===== src/rtl/conv1_pkg.sv =====
// Shared conv1 constants and loader state encoding; the weight read addresser
// imports the same constants so both ends agree on the memory layout.
package conv1_pkg;

  localparam int DATA_W = 8;
  localparam int KSIZE  = 25;
  localparam int ADDR_W = 6;
  localparam int CNT_W  = $clog2(KSIZE);

  typedef enum logic [1:0] {
    IDLE  = 2'd0,
    LOAD  = 2'd1,
    FLUSH = 2'd2,
    DONE  = 2'd3
  } ld_state_e;

endpackage


===== src/rtl/conv1_k_mem_write.sv =====
// Conv1 kernel weight loader: one beat carries a kernel 0 and a kernel 1 weight,
// written in the same cycle to addr i and KSIZE+i; done releases the datapath.
module conv1_k_mem_write
  import conv1_pkg::*;
(
  input  logic                  clk,
  input  logic                  reset_n,
  input  logic                  start,
  input  logic [2*DATA_W-1:0]   in_data,
  input  logic                  in_valid,
  output logic                  in_ready,
  output logic [ADDR_W-1:0]     waddr0,
  output logic [ADDR_W-1:0]     waddr1,
  output logic [DATA_W-1:0]     wdata0,
  output logic [DATA_W-1:0]     wdata1,
  output logic                  we,
  output logic                  busy,
  output logic                  done
);

  ld_state_e          state_r;
  logic [CNT_W-1:0]   cnt_r;
  logic               accept_s;

  // in_ready is a register tracking state==LOAD, so acceptance never depends
  // combinationally on in_valid feeding back into in_ready.
  assign accept_s = in_valid && in_ready;

  // Loader FSM, beat counter and registered write stage.
  always_ff @(posedge clk or negedge reset_n) begin
    if (!reset_n) begin
      state_r  <= IDLE;
      cnt_r    <= '0;
      in_ready <= 1'b0;
      waddr0   <= '0;
      waddr1   <= ADDR_W'(KSIZE);
      wdata0   <= '0;
      wdata1   <= '0;
      we       <= 1'b0;
      busy     <= 1'b0;
      done     <= 1'b0;
    end else begin
      we <= 1'b0;
      case (state_r)
        IDLE: begin
          if (start) begin
            state_r  <= LOAD;
            cnt_r    <= '0;
            in_ready <= 1'b1;
            busy     <= 1'b1;
          end
        end
        LOAD: begin
          if (accept_s) begin
            we     <= 1'b1;
            waddr0 <= ADDR_W'(cnt_r);
            waddr1 <= ADDR_W'(KSIZE) + ADDR_W'(cnt_r);
            wdata0 <= in_data[DATA_W-1:0];
            wdata1 <= in_data[2*DATA_W-1:DATA_W];
            // Counter stops at KSIZE-1 instead of wrapping.
            if (cnt_r == CNT_W'(KSIZE - 1)) begin
              state_r  <= FLUSH;
              in_ready <= 1'b0;
            end else begin
              cnt_r <= cnt_r + CNT_W'(1);
            end
          end
        end
        FLUSH: begin
          state_r <= DONE;
          busy    <= 1'b0;
          done    <= 1'b1;
        end
        DONE: begin
          if (start) begin
            state_r  <= LOAD;
            cnt_r    <= '0;
            in_ready <= 1'b1;
            busy     <= 1'b1;
            done     <= 1'b0;
          end
        end
        default: begin
          state_r  <= IDLE;
          cnt_r    <= '0;
          in_ready <= 1'b0;
          busy     <= 1'b0;
          done     <= 1'b0;
        end
      endcase
    end
  end

endmodule


===== config.mk =====
export PLATFORM = sky130hd
export DESIGN_NAME = conv1_k_mem_write
export DESIGN_NICKNAME = d
export VERILOG_FILES = /design/src/rtl/conv1_pkg.sv /design/src/rtl/conv1_k_mem_write.sv
export SDC_FILE = /design/constraint.sdc
export NUM_CORES = 1
export LEC_CHECK = 0
export CORE_ASPECT_RATIO = 0.75
export CORE_UTILIZATION = 35
export DETAILED_ROUTE_END_ITERATION = 12
export GPL_TIMING_DRIVEN = 0
export PLACE_DENSITY = 0.76
export SLEW_MARGIN = 20
export SYNTH_ARGS = -nofsm -noshare
export SYNTH_HDL_FRONTEND = slang
export SYNTH_SLANG_ARGS = --single-unit

===== constraint.sdc =====
create_clock -name clk -period 1.8 [get_ports clk]
set_clock_uncertainty 0.05 [all_clocks]
set_input_delay 0.18 -clock clk [delete_from_list [all_inputs] [get_ports clk]]
set_output_delay 0.18 -clock clk [all_outputs]
set_load 0.03 [all_outputs]

# Word level (Yosys, flattened, before mapping)
# Cells that the tools add are included.
[classes] addsub=2 n_eq_ne=9 mux=17 reduce_logical=12
[ops] op="2-to-1 mux 5 bit" count=3
[ops] op="case mux 5 bit (2 select lines)" count=1
[ops] op="!= test 2 bit (second input constant)" count=4
[ops] op="AND reduction 4 bit" count=2
[ops] op="adder 5 x 5 -> 6 bit (first input constant)" count=1
[ops] op="2-to-1 mux 1 bit" count=6
[ops] op="2-to-1 mux 2 bit" count=3
[ops] op="case mux 1 bit (2 select lines)" count=3
[ops] op="case mux 2 bit (3 select lines)" count=1
[ops] op="AND reduction 2 bit" count=3
[ops] op="nonzero test 2 bit" count=3
[ops] op="adder 5 x 1 -> 5 bit (second input constant)" count=1
[ops] op="equality test 5 bit (second input constant)" count=1
[ops] op="equality test 2 bit (second input constant)" count=2
[ops] op="AND reduction 3 bit" count=1
[ops] op="equality test 2 x 1 -> 1 bit (second input constant)" count=1
[ops] op="logical NOT 2 bit" count=1
[ops] op="!= test 2 x 1 -> 1 bit (second input constant)" count=1
[ops] op="OR reduction 2 bit" count=1
[ops] op="logical AND 1 bit" count=1
[totals] register_bits=38 inputBits=20 out_inout_bits=32 word_cells=50

# Longest topological paths before layout
# Gate-level depths: netlist of run 1.
[logic_depth] ltp_word=4 mapped_depth=6 mapped_depth_nobuf=5

# Least setup slack after synthesis of run 1
# OpenSTA, ideal clock, no wires.
[synth_path] path_kind="register to register" startpoint="register state_r[0]" endpoint="register cnt_r[4]" arrival_ps=1618 required_ps=1681 slack_ps=62 stages_incl_launch_ff=7 n_path_buf=1 period_less_slack_ps=1738 path_cell_list="dfrtp_1 inv_1 ha_1 clkbuf_1 nand2b_1 or4_1 nand3_1"
[synth_via] elab_chain_cells=4 word_cells_on_any_way=10 cone_classes="eq/ne (5); mux (1); reduce/logical (4)"
[synth_lines] item="start, declared" line_no="conv1_k_mem_write.sv:21" rtl="ld_state_e state_r;"
[synth_lines] item="start signal, assigned" line_no="conv1_k_mem_write.sv:32" rtl="state_r <= IDLE;"
[synth_lines] item="start signal, assigned" line_no="conv1_k_mem_write.sv:47" rtl="state_r <= LOAD;"
[synth_lines] item="start signal, assigned" line_no="conv1_k_mem_write.sv:62" rtl="state_r <= FLUSH;"
[synth_lines] item="equality test 2 bit or logical NOT 2 bit (tied branches)" line_no="conv1_k_mem_write.sv:44" rtl="case (state_r)"
[synth_lines] item="OR reduction 2 bit (no line)"
[synth_lines] item="!= test 2 x 1 -> 1 bit (no line) or nonzero test 2 bit (tied branches)"
[synth_lines] item="AND reduction 4 bit (no line)"
[synth_lines] item="end signal, assigned" line_no="conv1_k_mem_write.sv:65" rtl="cnt_r <= cnt_r + CNT_W'(1);"
[synth_lines] item="end, declared" line_no="conv1_k_mem_write.sv:22" rtl="logic [CNT_W-1:0] cnt_r;"
# Several ways; a longest one is shown, not always the timed one.
# A chain may end at the register's enable or synchronous reset.

# Worst setup path in the final report of run 1
[layout_path] startpoint="register waddr1[4]" endpoint="output waddr1[4]"
[layout_lines] item="start, declared" line_no="conv1_k_mem_write.sv:13" rtl="output logic [ADDR_W-1:0] waddr1,"
[layout_lines] item="start signal, assigned" line_no="conv1_k_mem_write.sv:36" rtl="waddr1 <= ADDR_W'(KSIZE);"
[layout_lines] item="start signal, assigned" line_no="conv1_k_mem_write.sv:57" rtl="waddr1 <= ADDR_W'(KSIZE) + ADDR_W'(cnt_r);"
# No word-level cell between the ends.

==> results.toml, run 1 <==
[grt]
gr-usage-met3 = 0.0433
use_met1 = 0.201
grt_first_pass_wirelength_um = 6150
grt_use_total = 0.147
grt_overflow = 0
grtUsageMet2 = 0.226
grt_max_degree = 23
top_usage_layer = "met2"
grt_antenna_before_repair = 0
grt_pass1_vias = 1319

[placement]
io_buffers = 50
dp_slack_ps = -142
dp_hpwl_um = 2470
placed_area_um2 = 2350
place_inst = 261
gp_congestion = 0.770

[setup_path]
timing.rr.start = "cnt_r[1]"
path_cells = "clkdlybuf4s50_1"
ff2ff_setup_slack_ps = 90
crit_slowest_cell = "clkdlybuf4s50_1"
cpPeakStageDelay_ps = 660
cpLargestDelayFamily = "buffers and inverters"
r2r-end = "cnt_r[2]"
r2r.worst_path.cells = 6
path_buf_inv = 1
startpoint_type = "flop"
cp_data_arrival_time_ps = 1490
end_kind = "output port"
crit_fanout = 2
crit_type = "reg -> out"
crit_required_ps = 1570

[yosys]
synth_enable_flop_cells = 0
synth-compound-area-share = 0.105
netlist.area_leader.share = 0.498
synth_fp_nets = 179
post-synth-top-count-cell = "dfrtp_1"
synthArstFlopShare = 1.00
yosys_warnings = 0
synthAdderAreaFrac = 0.0427
synth_xor_area_frac = 0.0149
yosysTopAreaCell = "dfrtp_1"
synth_ff_type = "dfrtp_1"
yosys.area_share.simple = 0.110
ys_ff_latch = 38
syn_area_um2 = 1760
synth_area_per_cell_um2 = 11.5
synthDistinctLibCells = 33
synthMuxAreaShare = 0.128
synth_top_family_by_area = "multiplexers"
netlist_top_cells_area = "dfrtp_1, mux2_2, dfstp_2"
syn_inst = 153
ys_seq_area_frac = 0.543
synthTopCellsByCount = "dfrtp_1, mux2_2, o21ai_0, inv_1, nand2_1"

[final_layout]
finalNonFillerCells = 271
fin_nets = 239
fin_area_um2 = 2500
fillers = 397
area.growth.synth_to_final_pct = 42.1
n_antenna_cell = 0
drive_gt1_frac = 0.229

[floorplan]
die_height_um = 63.4
io_pins = 52
num_rows = 21
die_w_um = 83.9
start_util = 0.378
die_area_um2 = 5320
design.core.area_um2 = 4650

[pwr]
total_power_mw = 4.01
p_leak_nw = 1.10
p_per_area_nw_per_um2 = 1600
peakVddDrop_mv = 0.733

[run]
maxCapViolCount = 0

[status]
status = "complete, but fails checks"
violations = "DRC"

[clocking]
cts_num_sinks = 38
cts_tree = "built"
ctsRootBufferMaster = "clkbuf_8"
clkTransAtPathRegs_ps = 80
cts.htree.levels = 2
clockBufferDepth = 2
cts_buffers = 5
clock_latency_ps = 290

[drt]
drc = 10
wl_um = 3630
dr.pass1.iters = 8
wire_per_inst_um = 13.4
vias = 1330
drt_iter0_markers = 56
antenna_left = 0
viasPerCell = 4.91

[timing]
setup_viol = 0
max_clock_freq_mhz = 583
layout_min_cycle_time_ps = 1720
fin_crit_sh = 0.953
worst_slack_ps = 84.8
slew_viol_final = 0
holdWs_ps = 311
hold_viol_final = 0

[worst_hold_path]
hp-class = "in -> async"
==> cell type report <==
cell class                      count  area (um^2)  area share
Timing Repair Buffer               54          548       0.219
Multi-Input combinational cell     96          737       0.295
Inverter                            9         33.8      0.0135
Clock inverter                      2         12.5     0.00501
Tap cell                           57         71.3      0.0285
Clock buffer                        6         82.6      0.0330
Buffer                              9         58.8      0.0235
Sequential cell                    38          956       0.382
==> state kept, by name (all words and copies together) (netlist names) <==
register  cells
wdata1        8
we            1
state_r       2
waddr0        5
done          1
busy          1
cnt_r         5
waddr1        6
in_ready      1
wdata0        8
==> per-stage QoR <==
stage                      util  setup TNS (ps)
after global routing      0.538           -5.10
after global placement    0.501          -16530
after detailed placement  0.506           -2320
after CTS                 0.532               0
after floorplan               -               0
final                     0.538               0
==> layer usage <==
| layer | wire length (um) | up-vias |
|---|---|---|
| met3 | 208 | 3 |
| li1 | - | 656 |
| met5 | 0 | - |
| met2 | 1570 | 46 |
| met1 | 1820 | 625 |
| met4 | 27 | 0 |
==> worst max-delay path by stage <==
stage                     from          to  slack (ps)  cells past startpoint
floorplan           state_r[0]    cnt_r[4]          60                      6
global placement       reset_n    in_ready        -420                      1
detailed placement  state_r[0]    cnt_r[0]        -140                      6
CTS                 state_r[1]   wdata0[1]          30                      5
global route        state_r[1]  state_r[1]          -5                      5
finish               waddr1[4]   waddr1[4]          80                      1
==> logic make-up (layout without fill, tap and decap cells) <==
logic type | count (synthesis) | in the layout
flip-flops | 38 | 38
AND/OR/NAND/NOR | 36 | 36
AO/OA/AOI/OAI | 30 | 30
multiplexers | 20 | 20
buffers and inverters | 19 | 80
adder cells (fa/ha/maj) | 6 | 6
XOR/XNOR | 3 | 3
other | 1 | 1
==> cells in the final DEF (no fill, tap or decap), types with 5 or more instances in the layout <==
cell,instances
dfrtp_1,34
o21ai_0,12
nor2_1,5
nand2_1,9
buf_2,5
nand3_1,6
inv_1,9
mux2_2,20
clkdlybuf4s50_1,49
clkbuf_8,6
==> power breakdown <==
group	switching [mW]	internal [mW]	leakage, nW	total [mW]
combinational	1.13	0.927	0.587	2.05
sequential	0.156	1.18	0.465	1.34
clock	0.311	0.308	0.0472	0.619
total	1.59	2.42	1.10	4.01
==> timing repair <==
action                                  CTS  global route
pin swaps                                 0             0
gates cloned                              0             0
endpoints found under the setup margin   23            21
hold endpoints to repair                 13             0
buffers inserted                          1             1
hold buffers                              1             0
gates resized for setup                   5             3
No activity file was read; power rests on OpenSTA's default activity.
==> run 2, diff against run 1 <==
CORE_ASPECT_RATIO = default   (was 0.75)
SLEW_MARGIN = default   (was 20)
==> run 2 against run 1 <==
Effect of this change: register-to-register slack about the same; clock power decreased by 10%; critical endpoint is now cnt_r[4]; sequential share of layout area increased by 0.58 points; combinational power decreased by 2%; cell count increased by 3.3%; wire length decreased by 5.1%; via count increased by 0.68%; sequential power about the same; core utilization decreased by 2.3 points; largest cell class unchanged; the flow now finishes without violations; non-clock buffer count decreased by 1; sequential cell count unchanged; worst hold slack improved by 110 ps.
==> results.toml, run 2 (same netlist as run 1, synthesis figures left out) <==
[pwr]
peakVddDrop_mv = 0.672
p_per_area_nw_per_um2 = 1580
p_leak_nw = 1.08

[placement]
placed_area_um2 = 2340
dp_hpwl_um = 2480
gp_congestion = 0.813
dp_slack_ps = -120
io_buffers = 50

[setup_path]
cp_data_arrival_time_ps = 1910
cpPeakStageDelay_ps = 480
path_cells = "inv_1 -> ha_2 -> nand2b_1 -> or4_1 -> nand3_1"
crit_fanout = 10
crit_type = "reg -> reg"
crit_required_ps = 1980
end_kind = "flop"
startpoint_type = "flop"
ff2ff_setup_slack_ps = 80
crit_slowest_cell = "or4_1"
r2r.worst_path.cells = 5

[floorplan]
die_w_um = 72.9
num_rows = 25
design.core.area_um2 = 4790
die_area_um2 = 5310
io_pins = 52
die_height_um = 72.9
start_util = 0.368

[timing]
worst_pin_slew_ps = 827
setup_viol = 0
max_clock_freq_mhz = 580
worst_slack_ps = 75.6
layout_min_cycle_time_ps = 1720
fin_crit_sh = 0.958
rsz0062_at_grt = "true"
holdWs_ps = 426
hold_viol_final = 0
relSlewSlack = 0.449
slew_viol_final = 0

[drt]
viasPerCell = 4.78
dr.pass1.iters = 4
drt_iter0_markers = 90
wire_per_inst_um = 12.3
antenna_left = 0
wl_um = 3440
drc = 0
vias = 1339

[grt]
grt_overflow = 0
gr-usage-met3 = 0.0497
grt_max_degree = 39
grt_antenna_before_repair = 0
grt_pass1_vias = 1287
use_met1 = 0.184
grtUsageMet2 = 0.234
grt_first_pass_wirelength_um = 5930
grt_use_total = 0.146
top_usage_layer = "met2"

[final_layout]
fin_area_um2 = 2460
most-common-layout-cells = "clkdlybuf4s50_1, dfrtp_1, mux2_2, o21ai_0"
top_regs = "wdata0 x8, wdata1 x8, waddr1 x6"
fin_nets = 238
n_antenna_cell = 0
fillers = 439
area.growth.synth_to_final_pct = 40.0
final_common_cell = "clkdlybuf4s50_1"
drive_gt1_frac = 0.211

[clocking]
clockBufferDepth = 2
clock_latency_ps = 290
clkTransAtPathRegs_ps = 80
cts_tree = "built"
cts_num_sinks = 38
cts.htree.levels = 2
cts_buffers = 5
ctsRootBufferMaster = "clkbuf_8"

[run]
maxCapViolCount = 0

[worst_hold_path]
hp-class = "reg -> reg"
min_path_cells = 2

[status]
status = "complete, no violations"
run 2: changes by cell type in the layout (fill, tap and decap cells not counted):
cell        change
buf_16          -1
clkbuf_1        +1
clkbuf_8        -1
clkinv_2        +1
clkinvlp_4      -1
ha_1            +1
ha_2            -1
nand2b_1        +1
nand2b_4        -1
run 2: path summary, 6_finish.rpt:
check                                start         end
worst max-delay path            state_r[0]    cnt_r[4]
worst min-delay path             waddr1[4]   waddr1[4]
worst max register to register  state_r[0]    cnt_r[4]
worst min register to register   waddr1[4]   waddr1[4]
max in group asynchronous          reset_n  state_r[0]
min in group asynchronous          reset_n   wdata0[1]
run 2: final cells by class:
class                   instances  area (um^2)  share of cell area
well taps                      67         83.8              0.0340
flip-flops and latches         38          956               0.388
inverters                       9         33.8              0.0137
clock buffers                   6         72.6              0.0295
repair buffers                 53          520               0.211
multi-input cells              96          727               0.295
clock inverters                 2         10.0             0.00407
plain buffers                   9         58.8              0.0239
run 2: metrics by stage:
step                std cells  setup TNS (ps)  power [mW]  utilization
floorplan                 153               0        2.57            -
global placement          270          -15990        3.29        0.490
detailed placement        270           -1820        3.34        0.489
CTS                       279               0        3.92        0.511
global route              280           -6.21        4.15        0.515
finish                    280               0        3.90        0.515
run 2: critical path: cells and delay by family (launching register included):
kind,cells,cell delay [ps]
adders and majority gates,1,320
DFF,1,450
and+or+nand+nor,3,780
buffers and inverters,1,70
run 2: power breakdown:
part | total (mW) | switching, mW | leakage, nW | internal (mW)
logic | 2.00 | 1.11 | 0.571 | 0.896
registers | 1.34 | 0.153 | 0.465 | 1.18
clock network | 0.556 | 0.287 | 0.0450 | 0.268
total | 3.90 | 1.55 | 1.08 | 2.35
run 2: routing by layer:
metal  part of all wire  vias up
met5                  0        -
met2               0.46       39
met1               0.47      642
met3              0.060        6
li1                   -      652
met4              0.015        0
run 2: repair_timing:
action / 4_1_cts / 5_1_grt
hold buffers: 1 / 0
buffers inserted: 1 / 1
endpoints found under the setup margin: 22 / 20
hold endpoints to repair: 35 / 0
gates cloned: 0 / 0
resized for setup: 3 / 3
